--- src/rtl/posit_encoder.sv ---
// Multi-cycle Posit<32,3> field packer: sign/regime/exponent/fraction -> 32-bit posit.
// Define POSIT_ENC_RNE_EN for round-to-nearest-even; otherwise the magnitude is truncated.
module posit_encoder #(
    parameter int N  = 32,
    parameter int ES = 3
) (
    input  logic          clk,
    input  logic          rst,
    input  logic          start,
    input  logic          received,
    input  logic          sign,
    input  logic          ZERO,
    input  logic          NAR,
    input  logic [5:0]    k,
    input  logic [ES-1:0] exp_value,
    input  logic [N-1:0]  mantissa,
    output logic [N-1:0]  posit_num,
    output logic          done,
    output logic          inexact
);

    typedef enum logic [2:0] {
        S_IDLE,
        S_ASSEMBLE,
        S_ROUND,
        S_NEGATE,
        S_DONE
    } state_t;

    state_t        state_q;
    logic          sign_q, zero_q, nar_q;
    logic [5:0]    k_q;
    logic [2:0]    exp_q;
    logic [30:0]   frac_q;
    logic [65:0]   str_q;
    logic [30:0]   mag_q;
    logic          rinx_q;
    logic [31:0]   res_q;
    logic          res_inx_q;
    logic [31:0]   posit_q;
    logic          inexact_q;
    logic          done_q;

    logic          unused_hidden;
    logic [4:0]    shamt;
    logic [65:0]   base;
    logic [65:0]   str_d;
    logic [30:0]   mag;
    logic          guard, sticky, inc;
    logic [31:0]   sum;
    logic          sat_hi, sat_lo, carry, underflow;
    logic [30:0]   mag_d;
    logic          rinx_d;
    logic [31:0]   res_d;
    logic          res_inx_d;

    assign unused_hidden = mantissa[31];

    // Regime via one arithmetic shift: the seed MSB is the run bit, the next bit its terminator.
    // For k<0, ~k equals -k-1, the number of extra zeros beyond the first.
    always_comb begin
        shamt = k_q[5] ? ~k_q[4:0] : k_q[4:0];
        base  = {~k_q[5], k_q[5], exp_q, frac_q, 30'b0};
        str_d = $signed(base) >>> shamt;
    end

    always_comb begin
        mag    = str_q[65:35];
        guard  = str_q[34];
        sticky = |str_q[33:0];
`ifdef POSIT_ENC_RNE_EN
        inc    = guard & (sticky | mag[0]);
`else
        inc    = 1'b0;
`endif
        sum       = {1'b0, mag} + {31'b0, inc};
        sat_hi    = (k_q == 6'd31);
        sat_lo    = k_q[5] & (k_q[4:1] == 4'b0000);
        carry     = sum[31];
        underflow = (sum[30:0] == '0);
        if (sat_hi || carry) begin
            mag_d = '1;
        end else if (sat_lo || underflow) begin
            mag_d = 31'd1;
        end else begin
            mag_d = sum[30:0];
        end
        rinx_d = guard | sticky | sat_hi | sat_lo | carry | underflow;
    end

    always_comb begin
        res_inx_d = rinx_q;
        if (nar_q) begin
            res_d     = 32'h8000_0000;
            res_inx_d = 1'b0;
        end else if (zero_q) begin
            res_d     = '0;
            res_inx_d = 1'b0;
        end else if (sign_q) begin
            res_d = -{1'b0, mag_q};
        end else begin
            res_d = {1'b0, mag_q};
        end
    end

    always_ff @(posedge clk or negedge rst) begin
        if (!rst) begin
            state_q   <= S_IDLE;
            sign_q    <= 1'b0;
            zero_q    <= 1'b0;
            nar_q     <= 1'b0;
            k_q       <= '0;
            exp_q     <= '0;
            frac_q    <= '0;
            str_q     <= '0;
            mag_q     <= '0;
            rinx_q    <= 1'b0;
            res_q     <= '0;
            res_inx_q <= 1'b0;
            posit_q   <= '0;
            inexact_q <= 1'b0;
            done_q    <= 1'b0;
        end else begin
            case (state_q)
                S_IDLE: begin
                    if (start) begin
                        sign_q  <= sign;
                        zero_q  <= ZERO;
                        nar_q   <= NAR;
                        k_q     <= k;
                        exp_q   <= exp_value;
                        frac_q  <= mantissa[30:0];
                        state_q <= S_ASSEMBLE;
                    end
                end
                S_ASSEMBLE: begin
                    str_q   <= str_d;
                    state_q <= S_ROUND;
                end
                S_ROUND: begin
                    mag_q   <= mag_d;
                    rinx_q  <= rinx_d;
                    state_q <= S_NEGATE;
                end
                S_NEGATE: begin
                    res_q     <= res_d;
                    res_inx_q <= res_inx_d;
                    state_q   <= S_DONE;
                end
                S_DONE: begin
                    // First DONE cycle loads the output registers; acknowledge is honoured once done is visible.
                    posit_q   <= res_q;
                    inexact_q <= res_inx_q;
                    if (done_q && received) begin
                        done_q  <= 1'b0;
                        state_q <= S_IDLE;
                    end else begin
                        done_q <= 1'b1;
                    end
                end
                default: state_q <= S_IDLE;
            endcase
        end
    end

    assign posit_num = posit_q;
    assign done      = done_q;
    assign inexact   = inexact_q;

endmodule

--- config.mk ---
export PLATFORM = sky130hd
export DESIGN_NAME = posit_encoder
export DESIGN_NICKNAME = d
export VERILOG_FILES = /design/src/rtl/posit_encoder.sv
export SDC_FILE = /design/constraint.sdc
export NUM_CORES = 1
export LEC_CHECK = 0
export ABC_AREA = 1
export CAP_MARGIN = 20
export CORE_MARGIN = 4
export CORE_UTILIZATION = 69
export DETAILED_ROUTE_END_ITERATION = 16
export DONT_BUFFER_PORTS = 1
export PLACE_DENSITY = 0.85
export SLEW_MARGIN = 10
export SYNTH_ARGS = -nofsm -noshare
export SYNTH_HDL_FRONTEND = slang
export SYNTH_SLANG_ARGS = --single-unit
--- constraint.sdc ---
create_clock -name clk -period 4.5 [get_ports clk]
set_clock_uncertainty 0.1 [all_clocks]
set_input_delay 0.45 -clock clk [delete_from_list [all_inputs] [get_ports clk]]
set_output_delay 0.45 -clock clk [all_outputs]
set_load 0.02 [all_outputs]
## Word level (Yosys, flattened, before mapping)

Cells that the tools add are included.

- Register bits after elaboration: 211
- Input port bits: 48
- Output and inout bits: 34
- Logic and storage cells: 51

- Add/sub/neg operators: 1
- Eq/ne operators: 7
- Shifts and indexed selects: 1
- Muxes and demuxes: 12
- Bitwise logic cells: 7
- Reduce and logical (&&, ||, !) cells: 8

Operators with widths:

| cell | number |
|---|---|
| $mux 32 | 3 |
| $sshr 66x5->66 | 1 |
| $mux 31 | 2 |
| $reduce_or 34->1 | 1 |
| $neg 31->32 | 1 |
| $logic_not 31->1 | 1 |
| $pmux 3 s5 | 1 |
| $eq 3x2->1 const B | 2 |
| $eq 6x5->1 const B | 1 |
| $mux 3 | 2 |
| $mux 5 | 1 |
| $not 5->5 | 1 |
| $logic_not 4->1 | 1 |
| $ne 2x2->1 const B | 2 |
| $or 1x1->1 | 4 |
| $reduce_and 2->1 | 2 |
| $eq 3x1->1 const B | 1 |
| $eq 3x3->1 const B | 1 |
| $logic_not 3->1 | 1 |
| $mux 1 | 3 |
| $and 1x1->1 | 1 |
| $logic_and 1x1->1 | 1 |
| $logic_or 1x1->1 | 1 |
| $not 1->1 | 1 |

## Longest topological paths before layout

- Depth after elaboration: 5
- Depth in mapped cells: 14
- Depth with buffers taken out: 11

## Least setup slack after synthesis

No wires, ideal clock.

- Path type: register -> register
- Start point: reg k_q[5]
- End point: reg str_q[59]
- Setup time: 138 ps
- Arrival: 1772 ps
- Path slack: 2490 ps
- Cell stages (with the launch flop): 9
- Path through: dfrtp_1 buf_4 inv_4 ha_1 clkbuf_1 inv_1 a21oi_1 clkbuf_1 a21boi_0

- Word-level cells in the longest chain between the ends: 2
- Elaborated cells on any way between the ends: 3

RTL lines:

| what | RTL line | text |
|---|---|---|
| from (decl) | 32 | `logic [5:0] k_q;` |
| from (signal assigned) | 130 | `k_q <= k;` |
| $not 1->1 | 63 | `base = {~k_q[5], k_q[5], exp_q, frac_q, 30'b0};` |
| named net base[65] | 46 | `logic [65:0] base;` |
| $sshr 66x5->66 | 64 | `str_d = $signed(base) >>> shamt;` |
| to (signal assigned) | 137 | `str_q <= str_d;` |
| to (decl) | 35 | `logic [65:0] str_q;` |

The timed path passes the listed nets, and every way through them passes these cells.
A chain may end at the register's enable or synchronous reset.

## Worst setup path after layout

- Start point: reg k_q[5]
- End point: reg str_q[20]

Same word-level chain as after synthesis.

==> results.md <==
- Portion of the clock cycle consumed by the worst path in the final layout: 73.0%
- Number of nets in the synthesized netlist: about 1500
- Number of distinct library cell variants in the gate-level netlist after synthesis: 33
- Number of top-level pins: between 80 and 90
- Overall power of the completed layout: 11600 uW
- HPWL reported at the end of detailed placement: roughly 21000 microns
- Core area: 16000 sq um
- Buffers added on ports: 0
- Number of gates given a new drive strength after cts: 0
- Maximum root-to-sink buffer count: 3
- Met1 track demand over resource in global routing: approximately 43%
- Power per standard cell area: between 900 and 1000 nW/um^2
- Met3 capacity usage during global routing: just over 5%
- Syn_area_per_cell: roughly 7.6 sq um
- Count of flip-flops with a built-in enable after synthesis: 0
- Setup TNS after final layout: 0 ns
- DRC violation count after routing: 0
- Area growth from synthesis to layout: 9.98%
- Clock tree from TritonCTS: yes
- Fin Hold WS: -0.463 ns
- # Post-CTS Setup Buffers: 0
- Average wire length per cell after detail routing: ~18 microns
- Clock Sink Count: 211
- Number of violations reported at the end of detailed-routing iteration 0: approximately 1100
- Share of async-settable or async-resettable flops after synthesis: 100%
- Ys Warns: 0
- Crit Path Max Fanout: 43
- Global-route wire length before repair: 50900 microns
- Hold Violations, Final: around 210
- DP Cell Count: between 1500 and 2000
- H-tree levels: 1
- Routability Congestion: 0.937
- Die Y-Extent: 136 microns
- Setup repair after global routing missed its margin: no
- Total via count in the routed design: around 11000
- Flip-flop cell with the highest count after synthesis: dfrtp_1
- Most numerous cell types in the synthesized netlist: 403 x nand3_1, 326 x nand2_1, 211 x dfrtp_1, 107 x inv_1, 101 x nor2_1
- Cell types occupying the most area after synthesis: dfrtp_1 47%, nand3_1 18%, nand2_1 11%
- Max Clk Rate: 304 MHz
- Met2 usage: about three fifths
- Critical path class: flip-flop to flip-flop
- Worst slew pin tran: 1.09 ns
- Data arrival time of the worst path: between 3 and 4 ns
- Number of cells in the finished layout apart from fillers: 1711
- Cell at the root of the clock tree: clkbuf_16
- Cell with the most instances after synthesis: nand3_1
- Static power due to leakage: 0.00599 uW
- Failing checks: negative hold slack
- Residual antenna-violating net count after detailed routing: 0
- Share of cells above drive strength 1: between 7 and 8%
- Outcome: finished, violations left
- Layer with the highest usage: met2
- Post-synthesis register bit count: 211
- Final critical path time including I/O delays and setup: between 3 and 4 ns
- Post-detailed-routing wire length: around 31000 microns
- Worst hold path type: primary input to async pin
- Pin count of the biggest net entering global routing: about 210
- Remaining max-slew budget at the tightest pin: 27.2%
- CP Data Required Time: 4.79 ns
- Clock slew at reported path FFs: 0.06 ns
- Final standard cell utilization of the core: slightly below 80%
- Std-Cell Rows: 46
- Initial antenna violation count: 0
- Number of cells on the worst reg-to-reg path: 9
- Share of the synthesized area in the top cell type: 46.7%
- Initial cell density of the core: 70.7%
- Number of instances in the synthesized netlist: 1491
- Most area-hungry cell type in the Yosys netlist: dfrtp_1
- Number of iterations in the first detailed-routing pass: 6
- Total clock buffers created by CTS: 22
- Final max-slew violation count: 0
- Clock latency on the worst-skew pair: ~0.51 ns
- Count of maximum capacitance violations: 0
- DR vias/cell: around 6.3
- GR Overflow Total: 0
- Hold buffers post-CTS: 34
- Die area: 18500 sq um
- N_diodes: 0
- Final-stage net count: 1530
- Max IR drop VDD: around 1100 uV
- Sequential-to-total area share from yosys stat: between 40% and 50%
- Die Span X: between 100 and 150 microns
- Vias in the first global route: around 10000
- Count of final setup violators: 0
- Kind of capture point of the worst setup path: flip-flop
- Sort of element at the start of the critical path: flip-flop
- Synthesized area: about 11000 sq um
- Total GRT Usage: 34.2%
[flip-flops by register name, indices dropped and copies added, names as in the netlist]
| register | count |
|---|---|
| str_q | 66 |
| frac_q | 31 |
| k_q | 6 |
| zero_q | 1 |
| done | 1 |
| state_q | 3 |
| inexact | 1 |
| res_q | 32 |
| posit_num | 32 |
| sign_q | 1 |
| mag_q | 31 |
| exp_q | 3 |
| rinx_q | 1 |
| nar_q | 1 |
| res_inx_q | 1 |
[layer usage]
layer | share of wire, % | up-vias
li1 | - | 5000
met1 | 39 | 5094
met2 | 49 | 502
met3 | 6.6 | 114
met4 | 5.1 | 0
met5 | 0 | -
[final cells by class]
class	count	area, sq um
Clock buffer	25	582
Clock inverter	14	143
Fill cell	1137	3550
Inverter	113	427
Multi-Input combinational cell	1080	5250
Sequential cell	211	5280
Tap cell	216	270
Timing Repair Buffer	52	495
[worst max-delay path, stage by stage (launching register included)]
cell	delay [ns]
dfrtp_1	0.69
inv_4	0.14
nand2_1	0.12
nand2_2	0.47
inv_2	0.77
nand3_1	0.27
nand3_1	0.17
nand3_1	0.12
nand3_1	0.20
nand3_1	0.09
[layout by cell type, fill, tap and decap left out, types with 2 or more instances in the layout]
master,Yosys,final
nand3_1,403,402
nand2_1,326,326
dfrtp_1,211,211
inv_1,107,107
nor2_1,101,97
o21ai_0,64,64
a21oi_1,62,62
dlygate4sd3_1,0,34
mux2_2,31,31
clkbuf_16,0,22
nand4_1,20,20
buf_4,5,16
o22ai_1,14,14
nor3_1,12,11
a21boi_1,8,8
o21ai_1,7,7
nor4_1,7,7
clkinv_2,0,7
or2_2,6,6
inv_2,5,5
nor2_2,0,4
xor2_1,3,3
o211ai_1,3,3
a21boi_0,3,3
clkinvlp_4,0,3
nor3_2,1,2
ha_1,2,2
bufinv_16,0,2
clkbuf_8,0,2
[final timing paths]
path / end / start / slack, ns
setup reg to reg: str_q[20] / k_q[5] / 1.21
hold / removal: posit_num[8] / rst / -0.46
setup / recovery: str_q[20] / k_q[5] / 1.21
hold reg to reg: posit_num[26] / res_q[26] / 0.38
min in group clk: frac_q[30] / mantissa[30] / 0.01
max in group asynchronous: str_q[6] / rst / 4.27
[through the flow]
step / area [sq um] / setup slack [ns]
finish: 12400 / 1.21
global route: 12400 / 0.963
CTS: 12400 / 1.38
detailed placement: 11400 / 1.41
global placement: 11400 / 1.43
floorplan: 11300 / 2.49
[power by group]
group          total, uW  switching [uW]  internal (uW)  leakage, uW
Combinational       6240            4240           2000      0.00303
Clock               1810             759           1050     0.000354
Sequential          3560             809           2750      0.00261
[kinds of logic after synthesis]
kind of cell               synth area share [%]
adders and majority gates                 0.221
and+or+nand+nor                            34.6
buffers and inverters                      7.19
AOI/OAI and AO/OA                          7.83
xor gates and xnor gates                  0.376
muxes                                      3.08
DFF                                        46.7
Power figures use the tool's default switching activity.
